[src/rtl/chacha_pkg.sv]
// Shared types and constants for the ChaCha20 keystream sequencing path.
// Block geometry and the controller state encoding live here.
package chacha_pkg;

    localparam int unsigned CTR_W       = 32;
    localparam int unsigned BLOCK_BYTES = 64;

    typedef logic [CTR_W-1:0] word_t;

    typedef enum logic [2:0] {
        StIdle,
        StGen,
        StWait,
        StLoad,
        StStream,
        StFin
    } ctrl_state_t;

endpackage

[src/rtl/chacha_keystream_ctrl.sv]
// Keystream sequencer: runs the ChaCha20 block core one block at a time and
// meters serialiser bytes downstream until the requested length is consumed.
module chacha_keystream_ctrl
    import chacha_pkg::*;
#(
    parameter int unsigned LEN_W = 16
) (
    input  logic             clk,
    input  logic             rst_n,
    input  logic             start,
    input  logic [31:0]      init_ctr,
    input  logic [LEN_W-1:0] msg_len,
    input  logic             abort,
    output logic             core_start,
    output logic [31:0]      core_ctr,
    input  logic             core_done,
    output logic             ser_load,
    output logic             ser_step,
    input  logic [7:0]       ser_byte,
    output logic [7:0]       ks_byte,
    output logic             ks_valid,
    input  logic             ks_ready,
    output logic             ks_last,
    output logic             busy,
    output logic             done,
    output logic             err
);

    localparam int unsigned BLK_W = $clog2(BLOCK_BYTES);

    ctrl_state_t      state_q, state_d;
    word_t            ctr_q, ctr_d;
    logic [LEN_W-1:0] remaining_q, remaining_d;
    logic [BLK_W-1:0] blk_cnt_q, blk_cnt_d;
    logic             err_q, err_d;
    logic             beat;

    always_comb begin
        state_d     = state_q;
        ctr_d       = ctr_q;
        remaining_d = remaining_q;
        blk_cnt_d   = blk_cnt_q;
        err_d       = err_q;
        core_start  = 1'b0;
        ser_load    = 1'b0;
        ks_valid    = 1'b0;
        done        = 1'b0;

        unique case (state_q)
            StIdle: begin
                if (start && !abort) begin
                    ctr_d       = init_ctr;
                    remaining_d = msg_len;
                    err_d       = 1'b0;
                    state_d     = (msg_len == '0) ? StFin : StGen;
                end
            end
            StGen: begin
                core_start = 1'b1;
                state_d    = StWait;
            end
            StWait: begin
                if (core_done) begin
                    state_d = StLoad;
                end
            end
            StLoad: begin
                ser_load  = 1'b1;
                blk_cnt_d = '0;
                state_d   = StStream;
            end
            StStream: begin
                ks_valid = 1'b1;
                if (ks_ready) begin
                    remaining_d = remaining_q - 1'b1;
                    blk_cnt_d   = blk_cnt_q + 1'b1;
                    // Length exhaustion wins over a block boundary on the same beat.
                    if (remaining_q == LEN_W'(1)) begin
                        state_d = StFin;
                    end else if (blk_cnt_q == BLK_W'(BLOCK_BYTES - 1)) begin
                        if (ctr_q == '1) begin
                            err_d   = 1'b1;
                            state_d = StIdle;
                        end else begin
                            ctr_d   = ctr_q + 1'b1;
                            state_d = StGen;
                        end
                    end
                end
            end
            StFin: begin
                done    = 1'b1;
                state_d = StIdle;
            end
            default: state_d = StIdle;
        endcase

        // Cancel keeps this cycle's pulses but discards any error raised by it.
        if (abort && state_q != StIdle) begin
            state_d = StIdle;
            err_d   = err_q;
        end
    end

    assign beat     = ks_valid && ks_ready;
    assign ser_step = beat;
    assign ks_last  = ks_valid && (remaining_q == LEN_W'(1));
    assign ks_byte  = ser_byte;
    assign core_ctr = ctr_q;
    assign busy     = (state_q != StIdle);
    assign err      = err_q;

    always_ff @(posedge clk or negedge rst_n) begin
        if (!rst_n) begin
            state_q     <= StIdle;
            ctr_q       <= '0;
            remaining_q <= '0;
            blk_cnt_q   <= '0;
            err_q       <= 1'b0;
        end else begin
            state_q     <= state_d;
            ctr_q       <= ctr_d;
            remaining_q <= remaining_d;
            blk_cnt_q   <= blk_cnt_d;
            err_q       <= err_d;
        end
    end

endmodule

[config.mk]
export PLATFORM = sky130hd
export DESIGN_NAME = chacha_keystream_ctrl
export DESIGN_NICKNAME = d
export VERILOG_FILES = /design/src/rtl/chacha_pkg.sv /design/src/rtl/chacha_keystream_ctrl.sv
export SDC_FILE = /design/constraint.sdc
export NUM_CORES = 1
export LEC_CHECK = 0
export ABC_AREA = 1
export CORE_UTILIZATION = 40
export CTS_BUF_LIST = sky130_fd_sc_hd__clkbuf_4 sky130_fd_sc_hd__clkbuf_8
export DETAILED_ROUTE_END_ITERATION = 12
export PLACE_DENSITY = 0.7
export SYNTH_ARGS = -nofsm -noshare
export SYNTH_HDL_FRONTEND = slang
export SYNTH_SLANG_ARGS = --single-unit
[constraint.sdc]
create_clock -name clk -period 2.1 [get_ports clk]
set_input_delay 0.315 -clock clk [delete_from_list [all_inputs] [get_ports clk]]
set_output_delay 0.315 -clock clk [all_outputs]
set_load 0.01 [all_outputs]
# Yosys cells after proc, flatten, opt, wreduce, memory -nomap -nowiden
# Index checks and enable logic that the tools add are counted.
totals:
  word_cells: 72
  regBits: 58
classes:
  bitwise: 1
  add_sub_neg: 3
  reduce_logical: 15
  muxes: 30
  eq_ne: 18
ops:
  columns: ["op", "count"]
  rows:
  - ["32-bit 2-to-1 mux", 5]
  - ["32-bit case mux with 2 select lines", 1]
  - ["32-bit by 1-bit adder with 32-bit output, second input constant", 1]
  - ["32-bit equality test, second input constant", 1]
  - ["16-bit 2-to-1 mux", 2]
  - ["16-bit case mux with 2 select lines", 1]
  - ["3-bit 2-to-1 mux", 7]
  - ["16-bit by 1-bit equality test with 1-bit output, second input constant", 1]
  - ["16-bit zero test", 1]
  - ["16-bit by 1-bit subtractor with 16-bit output, second input constant", 1]
  - ["3-bit case mux with 5 select lines", 1]
  - ["2-bit != test, second input constant", 6]
  - ["6-bit case mux with 2 select lines", 1]
  - ["1-bit 2-to-1 mux", 10]
  - ["3-bit != test, second input constant", 3]
  - ["7-bit AND reduction", 1]
  - ["6-bit by 1-bit adder with 6-bit output, second input constant", 1]
  - ["3-bit by 2-bit equality test with 1-bit output, second input constant", 2]
  - ["3-bit equality test, second input constant", 2]
  - ["6-bit equality test, second input constant", 1]
  - ["6-bit 2-to-1 mux", 1]
  - ["6-bit AND reduction", 1]
  - ["1-bit logical AND", 4]
  - ["4-bit != test, second input constant", 1]
  - ["other kinds (10)", 11]

# Logic depth before layout (Yosys ltp)
logic_depth:
  ltp_word: 7
  mapped_depth: 14
  mapped_depth_nobuf: 12

# Worst setup path before layout
# Ideal clock, no wire load.
synth_path:
  path_type: "register -> register"
  startpoint: "register ctr_q[0], in the netlist core_ctr[0]"
  endpoint: "register ctr_q[16], in the netlist core_ctr[16]"
  setup_ns: 0.117
  arrival_ns: 1.769
  setup_slack_ns: 0.215
  n_path_buf: 2
  stages_incl_launch_ff: 15
  period_less_slack_ns: 1.885
  cell_sequence: "dfrtp_1 ha_1 buf_2 nand2_1 nor2_1 nand2_2 nor2_2 nand2_1 nand2_2 nand2_2 nand2_4 inv_2 buf_2 nand2_1 nand2_1"
synth_between:
  elab_chain_cells: 6
  elab_cells_between_ends: 9
  classes_between: "add/sub: 1; eq/ne: 2; mux: 5; reduce/logical: 1"
synth_lines:
  columns: ["element", "line_no", "text"]
  rows:
  - ["from (decl)", "chacha_keystream_ctrl.sv:32", "word_t ctr_q, ctr_d;"]
  - ["from (signal assigned)", "chacha_keystream_ctrl.sv:122", "ctr_q <= ctr_d;"]
  - ["32-bit by 1-bit adder with 32-bit output", "chacha_keystream_ctrl.sv:85", "ctr_d = ctr_q + 1'b1;"]
  - ["32-bit 2-to-1 mux", "chacha_keystream_ctrl.sv:81", "if (ctr_q == '1) begin"]
  - ["32-bit 2-to-1 mux", "chacha_keystream_ctrl.sv:80", "end else if (blk_cnt_q == BLK_W'(BLOCK_BYTES - 1)) begin"]
  - ["32-bit 2-to-1 mux", "chacha_keystream_ctrl.sv:78", "if (remaining_q == LEN_W'(1)) begin"]
  - ["32-bit 2-to-1 mux", "chacha_keystream_ctrl.sv:74", "if (ks_ready) begin"]
  - ["32-bit case mux with 2 select lines", "chacha_keystream_ctrl.sv:49", "unique case (state_q)"]
# Parallel ways exist; a longest one is shown, timed or not. The select of a mux whose other input is x is not followed.
# A chain may end at the register's enable or synchronous reset.

# Final worst setup path
layout_path:
  startpoint: "register state_q[1]"
  endpoint: "output busy"
layout_between:
  elab_chain_cells: 1
layout_lines:
  columns: ["element", "line_no", "text"]
  rows:
  - ["from (decl)", "chacha_keystream_ctrl.sv:31", "ctrl_state_t state_q, state_d;"]
  - ["from (signal assigned)", "chacha_keystream_ctrl.sv:115", "state_q <= StIdle;"]
  - ["from (signal assigned)", "chacha_keystream_ctrl.sv:121", "state_q <= state_d;"]
  - ["3-bit nonzero test", "chacha_keystream_ctrl.sv:110", "assign busy = (state_q != StIdle);"]
  - ["to (decl)", "chacha_keystream_ctrl.sv:24", "output logic busy,"]
# No other way between the ends.

==> summary.md <==
| Metric | Value |
|---|---|
| Number of CTS-inserted buffers | 9 |
| Number of synthesized flops with an enable pin | 0 |
| Clock transition at path regs | 0.07 ns |
| Main flop type after synthesis | dfrtp_1 |
| Mean area per synthesized cell | 6.018 um^2 |
| Netlist cell types | 34 |
| Fin util | 0.5594 |
| Die outline width | 106.9 um |
| GR Util All Layers | 0.2423 |
| Unrepaired setup endpoints after global routing | false |
| Status | finished, final reports clean |
| Global route total overflow | 0 |
| Die Span Y | 106.9 um |
| Drt wl/cell | 13.56 um |
| Crit path required time | 1.78 ns |
| # IOs | 110 |
| Flop and latch count out of synthesis | 58 |
| Cell area after synthesis | 4405 um^2 |
| HPWL after detailed placement | 9797 um |
| Share of synthesized registers carrying an async set or reset | 1.000 |
| Max-cap violation count | 0 |
| Commonest non-fill, non-tap cell in the layout | nand2_1 |
| Layout cells sized above 1 | 0.09242 |
| Worst Tran Pin Value | 0.3552 ns |
| DIE AREA | 11440 um^2 |
| GP Congestion | 0.9083 |
| Initial core utilization | 0.4192 |
| Post-layout min period | 1.996 ns |
| # port buffers | 93 |
| Worst EP arrival | 1.68 ns |
| Post-DRT Antenna Nets | 0 |
| Sequential area share after synthesis | 0.3295 |
| Synthesized-area fraction occupied by adder cells | 0.01136 |
| Syn Nets | 798 |
| Pre-antenna DRT Iters | 5 |
| Pleak | 2.834 nW |
| Final period util | 0.9505 |
| Startpoint Class | flop |
| Place WS | 0.1017 ns |
| Largest net degree at the start of global routing | 59 |
| DR vias | 4900 |
| Multiplexer area fraction after synthesis | 0.004544 |
| Core Footprint | 10510 um^2 |
| Fin nets | 905 |
| FP Rows | 37 |
| Most frequent cells in the layout | 323 x nand2_1, 98 x nor2_1, 88 x clkdlybuf4s50_1, 58 x dfrtp_1, 55 x inv_1 |
| Critical path class | reg2out |
| Crit path max fanout | 5 |
| PwrDens | 1309 nW/um^2 |
| Initial DRC count | 213 |
| Relative slew slack | 0.7623 |
| Crit. End Element | output pin |
| Post-route setup TNS | 0 ns |
| Worst-Skew Late Latency | 0.35 ns |
| # setup viols final | 0 |
| Placed insts | 960 |
| Worst Skew | 0.008528 ns |
| Non-filler instance count after layout | 980 |
| First-pass GRT wire length | 21600 um |
| HP Class | in2async |
| # fillers | 1014 |
| Via/cell ratio | 5.000 |
| Slew Viols, Final | 0 |
| Sink Count | 58 |
| Final Hold Fails | 0 |
| Fmax | 0.5010 GHz |
| DRT Wirelength | 13290 um |
| PnR worst setup slack | 0.1040 ns |
| Simple-Gate Fraction of Synth Area | 0.4519 |
| Main combinational cell family by area after synthesis | simple AND/OR/NAND/NOR gates |
| Post-Synth XOR/XNOR Area | 0.02386 |
| Synth Area in Compound Gates | 0.08890 |
| CTS tree | built |
| Vias in the first global route | 4508 |
| Synthesized instance count | 732 |
| Final hold slack | 0.4867 ns |
| Initial antenna violation count | 0 |
| Clock buffer depth | 2 |
| Area Overhead vs Synth | 33.43% |
| Peak supply drop | 0.6045 mV |
| Root buffer cell | clkbuf_8 |
| DRC violations left | 0 |
| N_diodes | 0 |
| H-tree levels | 3 |
| Synth warnings | 0 |
[cells by family (layout without fill, tap and decap cells)]
| logic type | Yosys count | count (layout) |
|---|---|---|
| buffers and inverters | 90 | 202 |
| AOI/OAI and AO/OA | 71 | 71 |
| adders and majority gates | 4 | 4 |
| DFF | 58 | 58 |
| and+or+nand+nor | 495 | 495 |
| xor gates and xnor gates | 12 | 12 |
| muxes | 2 | 2 |
[worst max-delay path: stages (launching register included)]
cell and delay [ns]:
dfrtp_1 0.37, inv_1 0.07, nand2_2 0.13, inv_1 0.09
nand2_2 0.12, clkdlybuf4s50_1 0.55
[worst paths after layout]
check                      startpoint            to  slack (ns)  cells after the start
min reg2reg                       err           err        0.49                      2
min                             rst_n    state_q[0]        0.49                      3
min in group clk                  err           err        0.49                      2
max                        state_q[1]          busy        0.10                      5
max in group asynchronous       rst_n  core_ctr[26]        1.33                      3
max reg2reg                state_q[1]   core_ctr[5]        0.17                     11
[through the flow]
stage	total power (W)	area (um^2)
finish	0.007692	5878
global route	0.008321	5878
CTS	0.007674	5854
detailed placement	0.006401	5582
global placement	0.006292	5582
floorplan	0.004628	4405
[repair_timing]
item | CTS | global route
pin swaps | 3 | 0
gates resized for setup | 8 | 10
hold endpoints to repair | 58 | 0
hold buffers | 1 | 0
buffers inserted | 3 | 0
setup endpoints to repair | 2 | 29
[metal layers]
metal	vias to the layer above	global-route usage	wire length [um]
li1	2487	-	-
met1	2233	0.3370	6221
met2	162	0.3797	5973
met3	18	0.03951	881
met4	0	0.08513	213
met5	-	0	0
[Yosys cell counts (3+ instances only)]
master    count  area (um^2)
nand2_1     325         1220
nor2_1      103        386.6
dfrtp_1      58         1451
inv_1        55        206.5
nand3_1      41        205.2
o21ai_0      40        200.2
a21oi_1      14        70.07
buf_2        11        55.05
buf_4         8        60.06
xor2_1        8        70.07
nand2_2       7        43.79
clkbuf_1      6        22.52
inv_2         6        22.52
nor3_1        6        30.03
ha_1          4        50.05
nor2_2        4        25.02
o21a_1        4        30.03
xnor2_1       4        35.03
o211ai_1      3        22.52
[registers in the layout, summed over array words and instances, names as in the netlist]
register / cells
core_ctr: 32
blk_cnt_q: 6
state_q: 3
err: 1
remaining_q: 16
[cell type report]
cell class	instances	area [um^2]	area share
inverters	61	234.0	0.03980
multi-input cells	584	2590	0.4406
clock buffers	11	145.1	0.02469
flip-flops and latches	58	1451	0.2469
clock inverters	5	77.57	0.01320
well taps	136	170.2	0.02895
repair buffers	125	1210	0.2058
[report_power, final]
group	switching (W)	internal, W
logic	0.00244	0.00183
registers	0.000577	0.00164
clock network	0.000487	0.000710
total	0.00350	0.00419
(Power assumes the default switching activity.)
